--- src/rtl/wavetable_note_stepper.sv ---
// Steps a wavetable phase on rising edges of the note clock picked by the pressed keys.
// Note changes and note-off are deferred to the wavetable cycle boundary so the output stays click-free.
module wavetable_note_stepper #(
  parameter int unsigned NUM_NOTES = 15,
  parameter int unsigned ADDR_W    = 8
) (
  input  logic                 CLK,
  input  logic                 reset,
  input  logic                 enable,
  input  logic [NUM_NOTES-1:0] CLOCK_ARRAY,
  input  logic [NUM_NOTES-1:0] keys,
  output logic [ADDR_W-1:0]    sample_addr,
  output logic                 sample_valid,
  output logic [3:0]           note_idx,
  output logic                 playing
);

  typedef enum logic [1:0] {
    ST_IDLE    = 2'd0,
    ST_PLAY    = 2'd1,
    ST_RELEASE = 2'd2
  } state_e;

  state_e state_q, state_d;

  logic [NUM_NOTES-1:0] ca_s1_q, ca_s2_q, ca_prev_q;
  logic [NUM_NOTES-1:0] key_s1_q, key_s2_q;

  logic [ADDR_W-1:0] phase_q, phase_d;
  logic [ADDR_W-1:0] addr_q, addr_d;
  logic              valid_q, valid_d;
  logic [3:0]        note_q, note_d;
  logic [3:0]        pend_q, pend_d;

  logic [NUM_NOTES-1:0] tick;
  logic                 any_key;
  logic [3:0]           sel;
  logic                 tick_ev;
  logic                 boundary;

  // Every bit is synchronised all the time, so reselecting a note never sees a stale edge.
  always_ff @(posedge CLK) begin
    if (reset) begin
      ca_s1_q   <= '0;
      ca_s2_q   <= '0;
      ca_prev_q <= '0;
      key_s1_q  <= '0;
      key_s2_q  <= '0;
    end else begin
      ca_s1_q   <= CLOCK_ARRAY;
      ca_s2_q   <= ca_s1_q;
      ca_prev_q <= ca_s2_q;
      key_s1_q  <= keys;
      key_s2_q  <= key_s1_q;
    end
  end

  assign tick    = ca_s2_q & ~ca_prev_q;
  assign any_key = |key_s2_q;

  always_comb begin
    sel = '0;
    for (int unsigned i = 0; i < NUM_NOTES; i++) begin
      if (key_s2_q[NUM_NOTES-1-i]) sel = 4'(NUM_NOTES-1-i);
    end
  end

  assign tick_ev  = enable & tick[note_q];
  assign boundary = tick_ev & (phase_q == '1);

  always_ff @(posedge CLK) begin
    if (reset) begin
      state_q <= ST_IDLE;
      phase_q <= '0;
      addr_q  <= '0;
      valid_q <= 1'b0;
      note_q  <= '0;
      pend_q  <= '0;
    end else begin
      state_q <= state_d;
      phase_q <= phase_d;
      addr_q  <= addr_d;
      valid_q <= valid_d;
      note_q  <= note_d;
      pend_q  <= pend_d;
    end
  end

  always_comb begin
    state_d = state_q;
    phase_d = phase_q;
    addr_d  = addr_q;
    valid_d = 1'b0;
    note_d  = note_q;
    pend_d  = pend_q;

    if (enable) begin
      if (state_q != ST_IDLE && tick_ev) begin
        addr_d  = phase_q;
        phase_d = phase_q + 1'b1;
        valid_d = 1'b1;
      end

      case (state_q)
        ST_IDLE: begin
          phase_d = '0;
          if (any_key) begin
            note_d  = sel;
            pend_d  = sel;
            state_d = ST_PLAY;
          end
        end
        ST_PLAY: begin
          if (any_key) pend_d = sel;
          if (!any_key) begin
            state_d = boundary ? ST_IDLE : ST_RELEASE;
          end else if (boundary) begin
            // A key change landing on the boundary itself bypasses the pending register.
            note_d = (sel == pend_q) ? pend_q : sel;
          end
        end
        ST_RELEASE: begin
          if (any_key) begin
            pend_d  = sel;
            state_d = ST_PLAY;
            if (boundary) note_d = sel;
          end else if (boundary) begin
            state_d = ST_IDLE;
          end
        end
        default: state_d = ST_IDLE;
      endcase
    end
  end

  assign sample_addr  = addr_q;
  assign sample_valid = valid_q;
  assign note_idx     = note_q;
  assign playing      = (state_q != ST_IDLE);

endmodule

--- config.mk ---
export PLATFORM = sky130hd
export DESIGN_NAME = wavetable_note_stepper
export DESIGN_NICKNAME = d
export VERILOG_FILES = /design/src/rtl/wavetable_note_stepper.sv
export SDC_FILE = /design/constraint.sdc
export NUM_CORES = 1
export LEC_CHECK = 0
export ABC_AREA = 1
export BUFFER_PORTS_ARGS = -buffer_cell sky130_fd_sc_hd__buf_2
export CELL_PAD_IN_SITES_DETAIL_PLACEMENT = 0
export CELL_PAD_IN_SITES_GLOBAL_PLACEMENT = 1
export CORE_UTILIZATION = 44
export CTS_BUF_LIST = sky130_fd_sc_hd__clkbuf_8 sky130_fd_sc_hd__clkbuf_16
export DETAILED_ROUTE_END_ITERATION = 7
export HOLD_SLACK_MARGIN = 0.03
export PLACE_DENSITY_LB_ADDON = 0.1
export SLEW_MARGIN = 20
export SYNTH_ARGS = -nofsm -noshare
export SYNTH_HDL_FRONTEND = slang
export SYNTH_SLANG_ARGS = --single-unit
export TNS_END_PERCENT = 100
--- constraint.sdc ---
create_clock -name CLK -period 2.5 [get_ports CLK]
set_input_delay 0.75 -clock CLK [delete_from_list [all_inputs] [get_ports CLK]]
set_output_delay 0.75 -clock CLK [all_outputs]
set_load 0.01 [all_outputs]
-- Word-level counts from Yosys, hierarchy flattened
Index checks and enable logic that the tools add are counted.
- $lt $le $gt $ge: 1
- mux-type cells: 33
- reduce and logical (&&, ||, !) cells: 13
- $add $sub $neg: 1
- equal/unequal tests: 11
- bitwise operators: 5
- operators with widths (kind ; number):
    $mux 4 ; 21
    $mux 8 ; 2
    $and 15x15->15 ; 1
    $not 15->15 ; 1
    $reduce_or 15->1 ; 1
    $ne 2x2->1 const B ; 6
    $pmux 4 s3 ; 1
    $mux 2 ; 5
    $add 8x1->8 const B ; 1
    $eq 8x8->1 const B ; 1
    $reduce_and 7->1 ; 1
    $pmux 2 s3 ; 1
    $lt 4x5->1 const B ; 1
    $bmux 1 s4 ; 1
    $eq 4x4->1 ; 1
    $reduce_and 2->1 ; 2
    $reduce_and 4->1 ; 1
    $reduce_bool 2->1 ; 2
    $ne 3x3->1 const B ; 1
    $reduce_and 3->1 ; 1
    $reduce_bool 3->1 ; 1
    $reduce_or 3->1 ; 1
    $and 1x1->1 ; 2
    $eq 2x1->1 const B ; 1
    6 further kinds ; 7
- flip-flop bits (word level): 102
- output and inout bits: 14

-- Depth between registers and ports, before layout
Gate-level depths: netlist of the first run.
- depth after elaboration: 20
- gate-level depth with buffers: 13
- depth with buffers taken out: 13

-- Worst setup path before layout of the first run
OpenSTA, ideal clock, no wires.
- path type: register to register
- start point: reg phase_q[0]
- end point: reg note_q[1], in the netlist note_idx[1]
- arrival time: 1.468 ns
- path slack: 0.904 ns
- data required time: 2.372 ns
- clock period less this slack: 1.596 ns
- cell stages (with the launch flop): 13
- path buffers: 0
- path through: dfxtp_1 ha_1 nand3_2 nor2_2 inv_2 nor2_1 inv_1 nor2_4 nand4_4 a21oi_4 nand2_1 o21ai_0 nor2_1
- longest elaborated chain between the ends: 4
- elaborated cells between the ends (all ways): 5
- RTL lines (element ; line ; text):
    start: declaration ; 29 ; logic [ADDR_W-1:0] phase_q, phase_d;
    start signal: assignment ; 81 ; phase_q <= phase_d;
    $eq 8x8->1 (*) ; 69 ; assign boundary = tick_ev & (phase_q == '1);
    $and 1x1->1 (*) ; 69 ;
    $ne 2x2->1 (no source line) ; - ;
    $reduce_and 7->1 (no source line) (*) ; - ;
    end signal: assignment ; 84 ; note_q <= note_d;
    end: declaration ; 32 ; logic [3:0] note_q, note_d;
Every way passes the cells marked *; elsewhere a longest branch is shown, timed or not.
A chain may end at the register's enable or synchronous reset.

-- Final worst setup path of the first run
- start point: reg note_q[0], in the netlist note_idx[0]
- end point: out note_idx[0]
- RTL lines (element ; line ; text):
    end: declaration ; 14 ; output logic [3:0] note_idx,
No word-level cell between the ends.

==> impl_results.html, run 1 <==
<table>
<tr><th>Metric</th><th>Value</th></tr>
<tr><th colspan="2">Run status</th></tr>
<tr><td>Result of the run</td><td>completed</td></tr>
<tr><th colspan="2">Floorplanning</th></tr>
<tr><td>Placeable core region</td><td>7810 um^2</td></tr>
<tr><td>Die span in y</td><td>92.3 um</td></tr>
<tr><td>Top Ports</td><td>47</td></tr>
<tr><td>Core Rows</td><td>32</td></tr>
<tr><td>Initial cell density of the core</td><td>45.9%</td></tr>
<tr><td>Die ar.</td><td>8510 um^2</td></tr>
<tr><td>Chip width</td><td>92.3 um</td></tr>
<tr><th colspan="2">Routing</th></tr>
<tr><td>TritonRoute pass-1 iters</td><td>4</td></tr>
<tr><td>Total number of vias</td><td>2562</td></tr>
<tr><td>Detailed Route WL</td><td>5580 um</td></tr>
<tr><td>Detailed-route wire length per cell</td><td>9.10 um</td></tr>
<tr><td>Remaining DRCs</td><td>0</td></tr>
<tr><td>Top metal layer carrying routed signals</td><td>met4</td></tr>
<tr><td>Vias per Instance</td><td>4.18</td></tr>
<tr><td>Amount of wire on met3 after detailed routing</td><td>177 um</td></tr>
<tr><td>Met2 Wirelength</td><td>2450 um</td></tr>
<tr><td>Metal1 wirelength</td><td>2820 um</td></tr>
<tr><td>Initial DRC count</td><td>80</td></tr>
<tr><td>Count of nets left with antenna violations after detail routing</td><td>0</td></tr>
<tr><th colspan="2">Clocking</th></tr>
<tr><td>Buffer cell driving the clock tree root</td><td>sky130_fd_sc_hd__clkbuf_8</td></tr>
<tr><td>CTS tree</td><td>yes</td></tr>
<tr><td>Clock Pin Slew Worst Setup and Hold Paths</td><td>0.08 ns</td></tr>
<tr><td>Hold buffer count at cts</td><td>0</td></tr>
<tr><td>Maximum buffer depth of the clock tree</td><td>2</td></tr>
<tr><td>Buffer count from post-CTS setup fixing</td><td>0</td></tr>
<tr><td>Depth of the CTS H-tree</td><td>3</td></tr>
<tr><td>Worst-skew pair later-pin latency</td><td>0.36 ns</td></tr>
<tr><td>Number of clock sinks seen by CTS</td><td>98</td></tr>
<tr><td>Number of clock buffers inserted by TritonCTS</td><td>9</td></tr>
<tr><td>PostCTS Resize Cnt</td><td>0</td></tr>
<tr><th colspan="2">Power and ir drop</th></tr>
<tr><td>Logic pwr share</td><td>9.8%</td></tr>
<tr><td>Power per cell area</td><td>712 nW/um^2</td></tr>
<tr><td>Net switching fraction of the power</td><td>24.8%</td></tr>
<tr><td>Net Switching</td><td>721 uW</td></tr>
<tr><td>Int Pwr</td><td>2.19 mW</td></tr>
<tr><td>Sequential cell fraction of total power</td><td>57.2%</td></tr>
<tr><td>Max IR drop VDD</td><td>0.331 mV</td></tr>
<tr><td>Cell leakage power</td><td>1.97 nW</td></tr>
<tr><td>Clock network fraction of design power</td><td>33.0%</td></tr>
<tr><th colspan="2">Final layout</th></tr>
<tr><td>NumNets Final</td><td>542</td></tr>
<tr><td>Final cell count without fillers</td><td>613</td></tr>
<tr><td>Number of inserted diodes</td><td>0</td></tr>
<tr><td>Filler cell count in the final layout</td><td>816</td></tr>
<tr><td>Relative area change from synthesis to final layout</td><td>14.1%</td></tr>
<tr><td>Fraction of layout cells with a size suffix above 1</td><td>16.4%</td></tr>
<tr><td>Utilization after layout</td><td>52.4%</td></tr>
<tr><td>Design area</td><td>4090 um^2</td></tr>
<tr><th colspan="2">Setup path</th></tr>
<tr><td>Max stage delay on crit path</td><td>0.65 ns</td></tr>
<tr><td>Critical path depth</td><td>1</td></tr>
<tr><td>Cell class contributing the biggest share of worst-path delay</td><td>flip-flops</td></tr>
<tr><td>Endpoint required time on the critical path</td><td>1.75 ns</td></tr>
<tr><td>Setup Crit Path Kind</td><td>flop to output port</td></tr>
<tr><td>Arr. time, crit path</td><td>1.24 ns</td></tr>
<tr><td>Kind of capture point of the worst setup path</td><td>output port</td></tr>
<tr><td>Worst path buffer plus inverter count</td><td>1</td></tr>
<tr><td>Launching element of the worst setup path</td><td>note_idx[0]$_SDFFE_PP0P_</td></tr>
<tr><td>Worst reg2reg path depth</td><td>12</td></tr>
<tr><td>Worst-path cell chain</td><td>buf_2</td></tr>
<tr><td>Reg2Reg Capture Point</td><td>phase_q[4]$_SDFFE_PP0P_</td></tr>
<tr><td>Critical path destination</td><td>note_idx[0]</td></tr>
<tr><td>R2R Path Start</td><td>note_idx[0]$_SDFFE_PP0P_</td></tr>
<tr><td>Critical Path Fanout Max</td><td>13</td></tr>
<tr><td>Slowest library cell on the worst path</td><td>sky130_fd_sc_hd__dfxtp_1</td></tr>
<tr><td>Setup slack on the worst flop-to-flop path</td><td>0.52 ns</td></tr>
<tr><td>Type of origin of the critical path</td><td>flop</td></tr>
<tr><th colspan="2">Logic synthesis</th></tr>
<tr><td>Syn Area/Cell</td><td>7.78 um^2</td></tr>
<tr><td>Largest area contributor in the netlist</td><td>sky130_fd_sc_hd__dfxtp_1</td></tr>
<tr><td>Number of cells produced by synthesis</td><td>461</td></tr>
<tr><td>Async S/R FF share, synth</td><td>0%</td></tr>
<tr><td>#FFs+latches synth</td><td>98</td></tr>
<tr><td>Synthesized cell area</td><td>3590 um^2</td></tr>
<tr><td>Post-synth top area share</td><td>54.7%</td></tr>
<tr><td>Largest cells by area after synthesis</td><td>sky130_fd_sc_hd__dfxtp_1, sky130_fd_sc_hd__inv_1, sky130_fd_sc_hd__nor2_1, sky130_fd_sc_hd__nand2_1, sky130_fd_sc_hd__nand3_1</td></tr>
<tr><td>Portion of the post-synthesis area used by sequential elements</td><td>54.7%</td></tr>
<tr><td>Syn nets</td><td>495</td></tr>
<tr><td>Synthesis Warnings</td><td>0</td></tr>
<tr><td>Commonest register cell after synthesis</td><td>sky130_fd_sc_hd__dfxtp_1</td></tr>
<tr><td>Synth cell types</td><td>31</td></tr>
<tr><td>Post-synth EDFFs</td><td>0</td></tr>
<tr><th colspan="2">Timing</th></tr>
<tr><td>Setup Viol. Count Final</td><td>0</td></tr>
<tr><td>Setup TNS</td><td>0 ns</td></tr>
<tr><td>Normalized max-slew margin</td><td>65.3%</td></tr>
<tr><td>Period Utilization, post-route</td><td>79.8%</td></tr>
<tr><td>RSZ-0062 raised after global routing</td><td>false</td></tr>
<tr><td>Post-layout min period</td><td>1.99 ns</td></tr>
<tr><td>Final hold viol count</td><td>0</td></tr>
<tr><td>Slew of the pin with the lowest slew margin</td><td>0.519 ns</td></tr>
<tr><td>Clk_skew</td><td>0.00828 ns</td></tr>
<tr><td>Fmax</td><td>501 MHz</td></tr>
<tr><td>Max-slew violation count</td><td>0</td></tr>
<tr><td>Final Hold Slack</td><td>0.403 ns</td></tr>
<tr><th colspan="2">Placed design</th></tr>
<tr><td>PortBufs</td><td>46</td></tr>
<tr><td>Post-place instance area</td><td>3910 um^2</td></tr>
<tr><td>Final HPWL from detailed placement</td><td>3880 um</td></tr>
<tr><td>Cell Count Post-Placement</td><td>599</td></tr>
<tr><td>Final GP Congestion</td><td>0.751</td></tr>
<tr><th colspan="2">Global routing</th></tr>
<tr><td>Global-route congestion overflow total</td><td>0</td></tr>
<tr><td>Number of global-route vias before repair</td><td>2327</td></tr>
<tr><td>Maximum number of pins on one net before global-route repair</td><td>82</td></tr>
<tr><td>Total routing usage reported by global routing</td><td>15.1%</td></tr>
<tr><td>Antenna violations before repair</td><td>0</td></tr>
<tr><td>Wire length of the first global-routing pass</td><td>10000 um</td></tr>
<tr><th colspan="2">Run</th></tr>
<tr><td>Max-cap violations</td><td>0</td></tr>
<tr><th colspan="2">Hold path</th></tr>
<tr><td>Min-Delay Path Class</td><td>flop to flop</td></tr>
</table>
-- placed cells by master (no fill, tap or decap), drive strengths merged, types with 2 or more instances in the layout --
cell	instances
buf	48
dfxtp	98
nand2	44
xor2	2
nor3	3
inv	118
a21oi	13
nand3	26
nand4	4
nor2	114
clkinvlp	2
o21ai	21
clkbuf	9
-- through the flow --
stage          setup slack (ns)  total power, mW
2_1_floorplan             0.904             1.91
3_3_place_gp              0.629             1.99
3_5_place_dp              0.526             1.99
4_1_cts                   0.489             2.96
5_1_grt                   0.226             3.08
6_report                  0.505             2.91
-- state kept, by name (all words and copies together) (netlist names) --
name          count
key_s2_q         15
sample_valid      1
sample_addr       8
note_idx          4
key_s1_q         15
ca_s1_q          15
ca_prev_q        15
state_q           2
ca_s2_q          15
phase_q           8
-- metal layers --
metal	vias to the layer above	global-route usage (%)
met5	-	0
met4	0	7.81
met3	11	3.48
met2	37	24.3
met1	1079	18.9
li1	1435	-
-- worst min-delay path by stage --
stage          slack (ns)               startpoint                       to  cells after the start
2_1_floorplan        0.39    ca_s1_q[0]$_SDFF_PP0_    ca_s2_q[0]$_SDFF_PP0_                      2
3_3_place_gp         0.39   key_s1_q[0]$_SDFF_PP0_   key_s2_q[0]$_SDFF_PP0_                      2
3_5_place_dp         0.39  key_s1_q[13]$_SDFF_PP0_  key_s2_q[13]$_SDFF_PP0_                      2
4_1_cts              0.40   key_s1_q[8]$_SDFF_PP0_   key_s2_q[8]$_SDFF_PP0_                      2
5_1_grt              0.42   key_s1_q[2]$_SDFF_PP0_   key_s2_q[2]$_SDFF_PP0_                      2
6_report             0.40  key_s1_q[11]$_SDFF_PP0_  key_s2_q[11]$_SDFF_PP0_                      2
-- kinds of logic after synthesis --
family                     Yosys count  synth area share [%]
and+or+nand+nor                    193                  24.5
buffers and inverters              129                  14.0
DFF                                 98                  54.7
AOI/OAI and AO/OA                   37                  5.76
xor gates and xnor gates             3                 0.733
adders and majority gates            1                 0.349
-- cells in the mapped netlist, drive strengths merged (2+ instances only) --
| library cell | n |
|---|---|
| inv | 116 |
| nor2 | 114 |
| dfxtp | 98 |
| nand2 | 44 |
| nand3 | 26 |
| o21ai | 21 |
| a21oi | 13 |
| clkbuf | 9 |
| nand4 | 4 |
| buf | 3 |
| nor3 | 3 |
| xor2 | 2 |
-- power by group through the flow --
stage,Clock [mW],Combinational [mW],Sequential [mW]
after detailed placement,0,0.291,1.70
after global placement,0,0.286,1.70
after floorplan,0,0.211,1.70
after global routing,1.07,0.335,1.68
after CTS,0.998,0.292,1.67
final,0.962,0.286,1.67
-- final cells by class --
cell class	count	area [um^2]	area share (%)
Timing Repair Buffer	48	258	6.30
Tap cell	102	128	3.12
Multi-Input combinational cell	234	1120	27.5
Sequential cell	98	1960	48.0
Inverter	117	439	10.7
Clock buffer	9	124	3.03
Clock inverter	5	57.6	1.41
Power figures use the tool's default switching activity.
==> inputs of run 2 (changes only) <==
--- a/config.mk
+++ b/config.mk
@@ -5,11 +5,11 @@
 export SDC_FILE = /design/constraint.sdc
 export NUM_CORES = 1
 export LEC_CHECK = 0
-export ABC_AREA = 1
+export ABC_AREA = 0
 export BUFFER_PORTS_ARGS = -buffer_cell sky130_fd_sc_hd__buf_2
 export CELL_PAD_IN_SITES_DETAIL_PLACEMENT = 0
 export CELL_PAD_IN_SITES_GLOBAL_PLACEMENT = 1
-export CORE_UTILIZATION = 44
+export CORE_UTILIZATION = 43
 export CTS_BUF_LIST = sky130_fd_sc_hd__clkbuf_8 sky130_fd_sc_hd__clkbuf_16
 export DETAILED_ROUTE_END_ITERATION = 7
 export HOLD_SLACK_MARGIN = 0.03
==> constraint.sdc (replaced) <==
create_clock -name CLK -period 1.88 [get_ports CLK]
set_input_delay 0.564 -clock CLK [delete_from_list [all_inputs] [get_ports CLK]]
set_output_delay 0.564 -clock CLK [all_outputs]
set_load 0.01 [all_outputs]
==> run 2 against run 1 <==
Against the previous run:
- the run now ends with setup timing left
- routed wire length increased by 7.5%
- clock skew increased by 0.0021 ns
- cell count decreased by 15%
- non-clock buffer count increased by 29
- die area decreased by 0.27%
- critical path type is now flop to flop
- synthesized area decreased by 2.5%
- clock power increased by 32%
- sequential cell count unchanged
- design area increased by 6.6%
- largest cell class unchanged
- sequential share of layout area decreased by 2.8 points
- critical endpoint is now note_idx[2]$_SDFFE_PP0P_
- largest power group unchanged
==> impl_results.html, run 2 <==
<table>
<tr><th>Metric</th><th>Value</th></tr>
<tr><th colspan="2">Run status</th></tr>
<tr><td>Result of the run</td><td>finished, violations left (was completed)</td></tr>
<tr><td>Violations in the final reports</td><td>setup timing</td></tr>
<tr><th colspan="2">Run</th></tr>
<tr><td>Max-cap violations</td><td>0 (unchanged)</td></tr>
<tr><th colspan="2">Final layout</th></tr>
<tr><td>Relative area change from synthesis to final layout</td><td>24.8% (was 14.1%)</td></tr>
<tr><td>Most used cells in the layout excluding fill and tap cells</td><td>sky130_fd_sc_hd__dfxtp_1, sky130_fd_sc_hd__nor2b_1, sky130_fd_sc_hd__buf_2 (was sky130_fd_sc_hd__inv_1, sky130_fd_sc_hd__nor2_1, sky130_fd_sc_hd__dfxtp_1)</td></tr>
<tr><td>NumNets Final</td><td>451 (was 542)</td></tr>
<tr><td>Number of inserted diodes</td><td>0 (unchanged)</td></tr>
<tr><td>Fraction of layout cells with a size suffix above 1</td><td>28.2% (was 16.4%)</td></tr>
<tr><td>Design area</td><td>4360 um^2 (was 4090 um^2)</td></tr>
<tr><td>Most frequent standard cell in the layout excluding fill and tap cells</td><td>sky130_fd_sc_hd__dfxtp_1 (was sky130_fd_sc_hd__inv_1)</td></tr>
<tr><th colspan="2">Routing</th></tr>
<tr><td>Detailed-route wire length per cell</td><td>11.4 um (was 9.10 um)</td></tr>
<tr><td>Vias per Instance</td><td>4.64 (was 4.18)</td></tr>
<tr><td>TritonRoute pass-1 iters</td><td>4 (unchanged)</td></tr>
<tr><td>Remaining DRCs</td><td>0 (unchanged)</td></tr>
<tr><td>Initial DRC count</td><td>76 (was 80)</td></tr>
<tr><td>Count of nets left with antenna violations after detail routing</td><td>0 (unchanged)</td></tr>
<tr><td>Detailed Route WL</td><td>6000 um (was 5580 um)</td></tr>
<tr><td>Total number of vias</td><td>2432 (was 2562)</td></tr>
<tr><th colspan="2">Floorplanning</th></tr>
<tr><td>Chip width</td><td>92.2 um (was 92.3 um)</td></tr>
<tr><td>Core Rows</td><td>32 (unchanged)</td></tr>
<tr><td>Die span in y</td><td>92.2 um (was 92.3 um)</td></tr>
<tr><td>Top Ports</td><td>47 (unchanged)</td></tr>
<tr><td>Initial cell density of the core</td><td>44.8% (was 45.9%)</td></tr>
<tr><td>Die ar.</td><td>8490 um^2 (was 8510 um^2)</td></tr>
<tr><td>Placeable core region</td><td>7810 um^2 (unchanged)</td></tr>
<tr><th colspan="2">Setup path</th></tr>
<tr><td>Setup Crit Path Kind</td><td>flop to flop (was flop to output port)</td></tr>
<tr><td>Reg2Reg Capture Point</td><td>note_idx[2]$_SDFFE_PP0P_ (was phase_q[4]$_SDFFE_PP0P_)</td></tr>
<tr><td>Worst reg2reg path depth</td><td>6 (was 12)</td></tr>
<tr><td>R2R Path Start</td><td>key_s2_q[11]$_SDFF_PP0_ (was note_idx[0]$_SDFFE_PP0P_)</td></tr>
<tr><td>Kind of capture point of the worst setup path</td><td>flop (was output port)</td></tr>
<tr><td>Arr. time, crit path</td><td>2.26 ns (was 1.24 ns)</td></tr>
<tr><td>Endpoint required time on the critical path</td><td>2.12 ns (was 1.75 ns)</td></tr>
<tr><td>Critical Path Fanout Max</td><td>7 (was 13)</td></tr>
<tr><td>Type of origin of the critical path</td><td>flop (unchanged)</td></tr>
<tr><td>Setup slack on the worst flop-to-flop path</td><td>-0.14 ns (was 0.52 ns)</td></tr>
<tr><th colspan="2">Logic synthesis</th></tr>
<tr><td>Fraction of synthesized area in multiplexers</td><td>3.19% (was 0%)</td></tr>
<tr><td>Portion of the post-synthesis area used by sequential elements</td><td>56.1% (was 54.7%)</td></tr>
<tr><td>#FFs+latches synth</td><td>98 (unchanged)</td></tr>
<tr><td>Syn nets</td><td>380 (was 495)</td></tr>
<tr><td>Top-count cell post-synth</td><td>sky130_fd_sc_hd__dfxtp_1 (was sky130_fd_sc_hd__inv_1)</td></tr>
<tr><td>Number of cells produced by synthesis</td><td>346 (was 461)</td></tr>
<tr><td>Adder and majority gate portion of the synthesized area</td><td>0.358% (was 0.349%)</td></tr>
<tr><td>Synthesized cell area</td><td>3490 um^2 (was 3590 um^2)</td></tr>
<tr><td>Compound-cell area share of the yosys netlist</td><td>11.5% (was 5.76%)</td></tr>
<tr><td>Commonest register cell after synthesis</td><td>sky130_fd_sc_hd__dfxtp_1 (unchanged)</td></tr>
<tr><td>Largest area contributor in the netlist</td><td>sky130_fd_sc_hd__dfxtp_1 (unchanged)</td></tr>
<tr><td>Synthesis Warnings</td><td>0 (unchanged)</td></tr>
<tr><td>Synth cell types</td><td>50 (was 31)</td></tr>
<tr><td>Synth cell count leaders</td><td>sky130_fd_sc_hd__dfxtp_1, sky130_fd_sc_hd__nor2b_1, sky130_fd_sc_hd__nor2_1, sky130_fd_sc_hd__a21oi_1, sky130_fd_sc_hd__inv_1 (was sky130_fd_sc_hd__inv_1, sky130_fd_sc_hd__nor2_1, sky130_fd_sc_hd__dfxtp_1, sky130_fd_sc_hd__nand2_1, sky130_fd_sc_hd__nand3_1)</td></tr>
<tr><td>Largest cells by area after synthesis</td><td>sky130_fd_sc_hd__dfxtp_1, sky130_fd_sc_hd__nor2b_1, sky130_fd_sc_hd__a21oi_1, sky130_fd_sc_hd__mux2i_1, sky130_fd_sc_hd__nor2_1 (was sky130_fd_sc_hd__dfxtp_1, sky130_fd_sc_hd__inv_1, sky130_fd_sc_hd__nor2_1, sky130_fd_sc_hd__nand2_1, sky130_fd_sc_hd__nand3_1)</td></tr>
<tr><td>Post-synth top area share</td><td>56.1% (was 54.7%)</td></tr>
<tr><td>Syn Area/Cell</td><td>10.1 um^2 (was 7.78 um^2)</td></tr>
<tr><td>Xor/xnor cell area share of the yosys netlist</td><td>0% (was 0.733%)</td></tr>
<tr><td>Post-synth EDFFs</td><td>0 (unchanged)</td></tr>
<tr><td>Simple-gate area share of the yosys netlist</td><td>25.1% (was 24.5%)</td></tr>
<tr><td>Dominant combinational cell family by area after synthesis</td><td>simple AND/OR/NAND/NOR gates (unchanged)</td></tr>
<tr><td>Async S/R FF share, synth</td><td>0% (unchanged)</td></tr>
<tr><th colspan="2">Timing</th></tr>
<tr><td>Fmax</td><td>495 MHz</td></tr>
<tr><td>Max-slew violation count</td><td>0 (unchanged)</td></tr>
<tr><td>PnR worst setup slack</td><td>-0.139 ns (was 0.505 ns)</td></tr>
<tr><td>Post-layout min period</td><td>2.02 ns</td></tr>
<tr><td>Setup TNS</td><td>-0.761 ns (was 0 ns)</td></tr>
<tr><td>Clk_skew</td><td>0.0104 ns (was 0.00828 ns)</td></tr>
<tr><td>Setup Viol. Count Final</td><td>9 (was 0)</td></tr>
<tr><td>Slew of the pin with the lowest slew margin</td><td>0.480 ns (was 0.519 ns)</td></tr>
<tr><td>RSZ-0062 raised after global routing</td><td>true (was false)</td></tr>
<tr><td>Normalized max-slew margin</td><td>67.7% (was 65.3%)</td></tr>
<tr><td>Final hold viol count</td><td>0 (unchanged)</td></tr>
<tr><td>Period Utilization, post-route</td><td>107%</td></tr>
<tr><th colspan="2">Global routing</th></tr>
<tr><td>Global-route congestion overflow total</td><td>0 (unchanged)</td></tr>
<tr><td>Number of global-route vias before repair</td><td>2106 (was 2327)</td></tr>
<tr><td>Global Route met1 Usage</td><td>18.8% (was 18.9%)</td></tr>
<tr><td>Total routing usage reported by global routing</td><td>14.8% (was 15.1%)</td></tr>
<tr><td>Grt met2 use</td><td>22.9% (was 24.3%)</td></tr>
<tr><td>Wire length of the first global-routing pass</td><td>9690 um (was 10000 um)</td></tr>
<tr><td>Met3 GRT Util</td><td>3.81% (was 3.48%)</td></tr>
<tr><td>GR peak layer</td><td>met2 (unchanged)</td></tr>
<tr><td>Antenna violations before repair</td><td>0 (unchanged)</td></tr>
<tr><td>Maximum number of pins on one net before global-route repair</td><td>97 (was 82)</td></tr>
<tr><th colspan="2">Power and ir drop</th></tr>
<tr><td>Logic pwr share</td><td>10.4% (was 9.8%)</td></tr>
<tr><td>Net switching fraction of the power</td><td>25.7% (was 24.8%)</td></tr>
<tr><td>Cell leakage power</td><td>1.83 nW (was 1.97 nW)</td></tr>
<tr><td>Power per cell area</td><td>887 nW/um^2 (was 712 nW/um^2)</td></tr>
<tr><td>Int Pwr</td><td>2.87 mW (was 2.19 mW)</td></tr>
<tr><td>Sequential cell fraction of total power</td><td>56.7% (was 57.2%)</td></tr>
<tr><td>Max IR drop VDD</td><td>0.454 mV (was 0.331 mV)</td></tr>
<tr><td>Clock network fraction of design power</td><td>32.8% (was 33.0%)</td></tr>
<tr><td>Net Switching</td><td>992 uW (was 721 uW)</td></tr>
<tr><th colspan="2">Placed design</th></tr>
<tr><td>Post-place instance area</td><td>3990 um^2 (was 3910 um^2)</td></tr>
<tr><td>PortBufs</td><td>46 (unchanged)</td></tr>
<tr><td>Final HPWL from detailed placement</td><td>3900 um (was 3880 um)</td></tr>
<tr><td>Final GP Congestion</td><td>0.726 (was 0.751)</td></tr>
<tr><th colspan="2">Hold path</th></tr>
<tr><td>Min-Delay Path Class</td><td>input port to flop (was flop to flop)</td></tr>
<tr><td>Hold path endpoint</td><td>ca_s1_q[7]$_SDFF_PP0_ (was key_s2_q[11]$_SDFF_PP0_)</td></tr>
<tr><td>Hold path start</td><td>CLOCK_ARRAY[7] (was key_s1_q[11]$_SDFF_PP0_)</td></tr>
<tr><td>Hold Path Depth</td><td>2 (unchanged)</td></tr>
<tr><th colspan="2">Clocking</th></tr>
<tr><td>Buffer cell driving the clock tree root</td><td>sky130_fd_sc_hd__clkbuf_8 (unchanged)</td></tr>
<tr><td>Number of clock buffers inserted by TritonCTS</td><td>9 (unchanged)</td></tr>
<tr><td>Clock Pin Slew Worst Setup and Hold Paths</td><td>0.10 ns (was 0.08 ns)</td></tr>
<tr><td>Worst-skew pair later-pin latency</td><td>0.36 ns (about the same)</td></tr>
<tr><td>Hold buffer count at cts</td><td>0 (unchanged)</td></tr>
<tr><td>Maximum buffer depth of the clock tree</td><td>2 (unchanged)</td></tr>
<tr><td>Depth of the CTS H-tree</td><td>3 (unchanged)</td></tr>
<tr><td>CTS tree</td><td>yes (unchanged)</td></tr>
<tr><td>Number of clock sinks seen by CTS</td><td>98 (unchanged)</td></tr>
</table>
-- run 2: kinds of logic after synthesis --
group | count (synthesis)
DFF | 98
buffers and inverters | 31
AOI/OAI and AO/OA | 54
and+or+nand+nor | 151
muxes | 11
adders and majority gates | 1
-- run 2: final cells by class --
| type | count | area (um^2) |
|---|---|---|
| multi-input cells | 217 | 1520 |
| well taps | 102 | 128 |
| clock buffers | 9 | 124 |
| fillers | 722 | 3450 |
| clock inverters | 7 | 68.8 |
| flip-flops and latches | 98 | 1970 |
| inverters | 14 | 53.8 |
| repair buffers | 77 | 494 |
-- run 2: power groups by stage --
stage	clock network (mW)	logic (mW)	registers (mW)
2_1_floorplan	0	0.221	2.23
3_5_place_dp	0	0.356	2.24
5_1_grt	1.41	0.444	2.20
3_3_place_gp	0	0.351	2.24
6_report	1.27	0.404	2.19
4_1_cts	1.33	0.380	2.19
-- run 2: worst max-delay path by stage --
stage,start,to,slack (ns)
2_1_floorplan,key_s2_q[11]$_SDFF_PP0_,note_idx[3]$_SDFFE_PP0P_,-0.09
3_3_place_gp,note_idx[0]$_SDFFE_PP0P_,phase_q[3]$_SDFFE_PP0P_,-0.14
3_5_place_dp,note_idx[0]$_SDFFE_PP0P_,sample_addr[5]$_SDFFE_PP0P_,-0.15
4_1_cts,key_s2_q[11]$_SDFF_PP0_,note_idx[2]$_SDFFE_PP0P_,-0.14
5_1_grt,key_s2_q[11]$_SDFF_PP0_,note_idx[2]$_SDFFE_PP0P_,-0.18
6_report,key_s2_q[11]$_SDFF_PP0_,note_idx[2]$_SDFFE_PP0P_,-0.14
-- run 2: routing by layer --
metal | vias up | share of wire, %
met5 | - | 0
met4 | 0 | 1.8
met3 | 8 | 3.6
met2 | 50 | 44
met1 | 1059 | 51
li1 | 1315 | -
-- run 2: critical path, stage by stage (launching register included) --
cell and delay (ns):
sky130_fd_sc_hd__dfxtp_2 0.33, sky130_fd_sc_hd__or4_4 0.52, sky130_fd_sc_hd__or4_4 0.45, sky130_fd_sc_hd__o21a_4 0.24, sky130_fd_sc_hd__o2111ai_4 0.11, sky130_fd_sc_hd__a21o_1 0.19
sky130_fd_sc_hd__a21oi_2 0.05
-- run 2: metrics by stage --
step / instances / worst slack [ns] / hold slack [ns] / power [mW] / utilization, %
3_3_place_gp: 503 / -0.140 / 0.422 / 2.59 / 51.1
4_1_cts: 521 / -0.139 / 0.383 / 3.90 / 54.5
6_report: 524 / -0.139 / 0.404 / 3.87 / 55.8
5_1_grt: 524 / -0.183 / 0.383 / 4.06 / 55.8
2_1_floorplan: 346 / -0.0908 / 0.410 / 2.45 / -
3_5_place_dp: 503 / -0.149 / 0.420 / 2.59 / 51.1
-- run 2: timing repair --
| item | 4_1_cts | 5_1_grt |
|---|---|---|
| setup buffers | 2 | 3 |
| resized for setup | 14 | 20 |
| setup endpoints to repair | 22 | 23 |
| pin swaps | 7 | 8 |
| cloned | 0 | 0 |
| endpoints found under the hold margin | 0 | 0 |
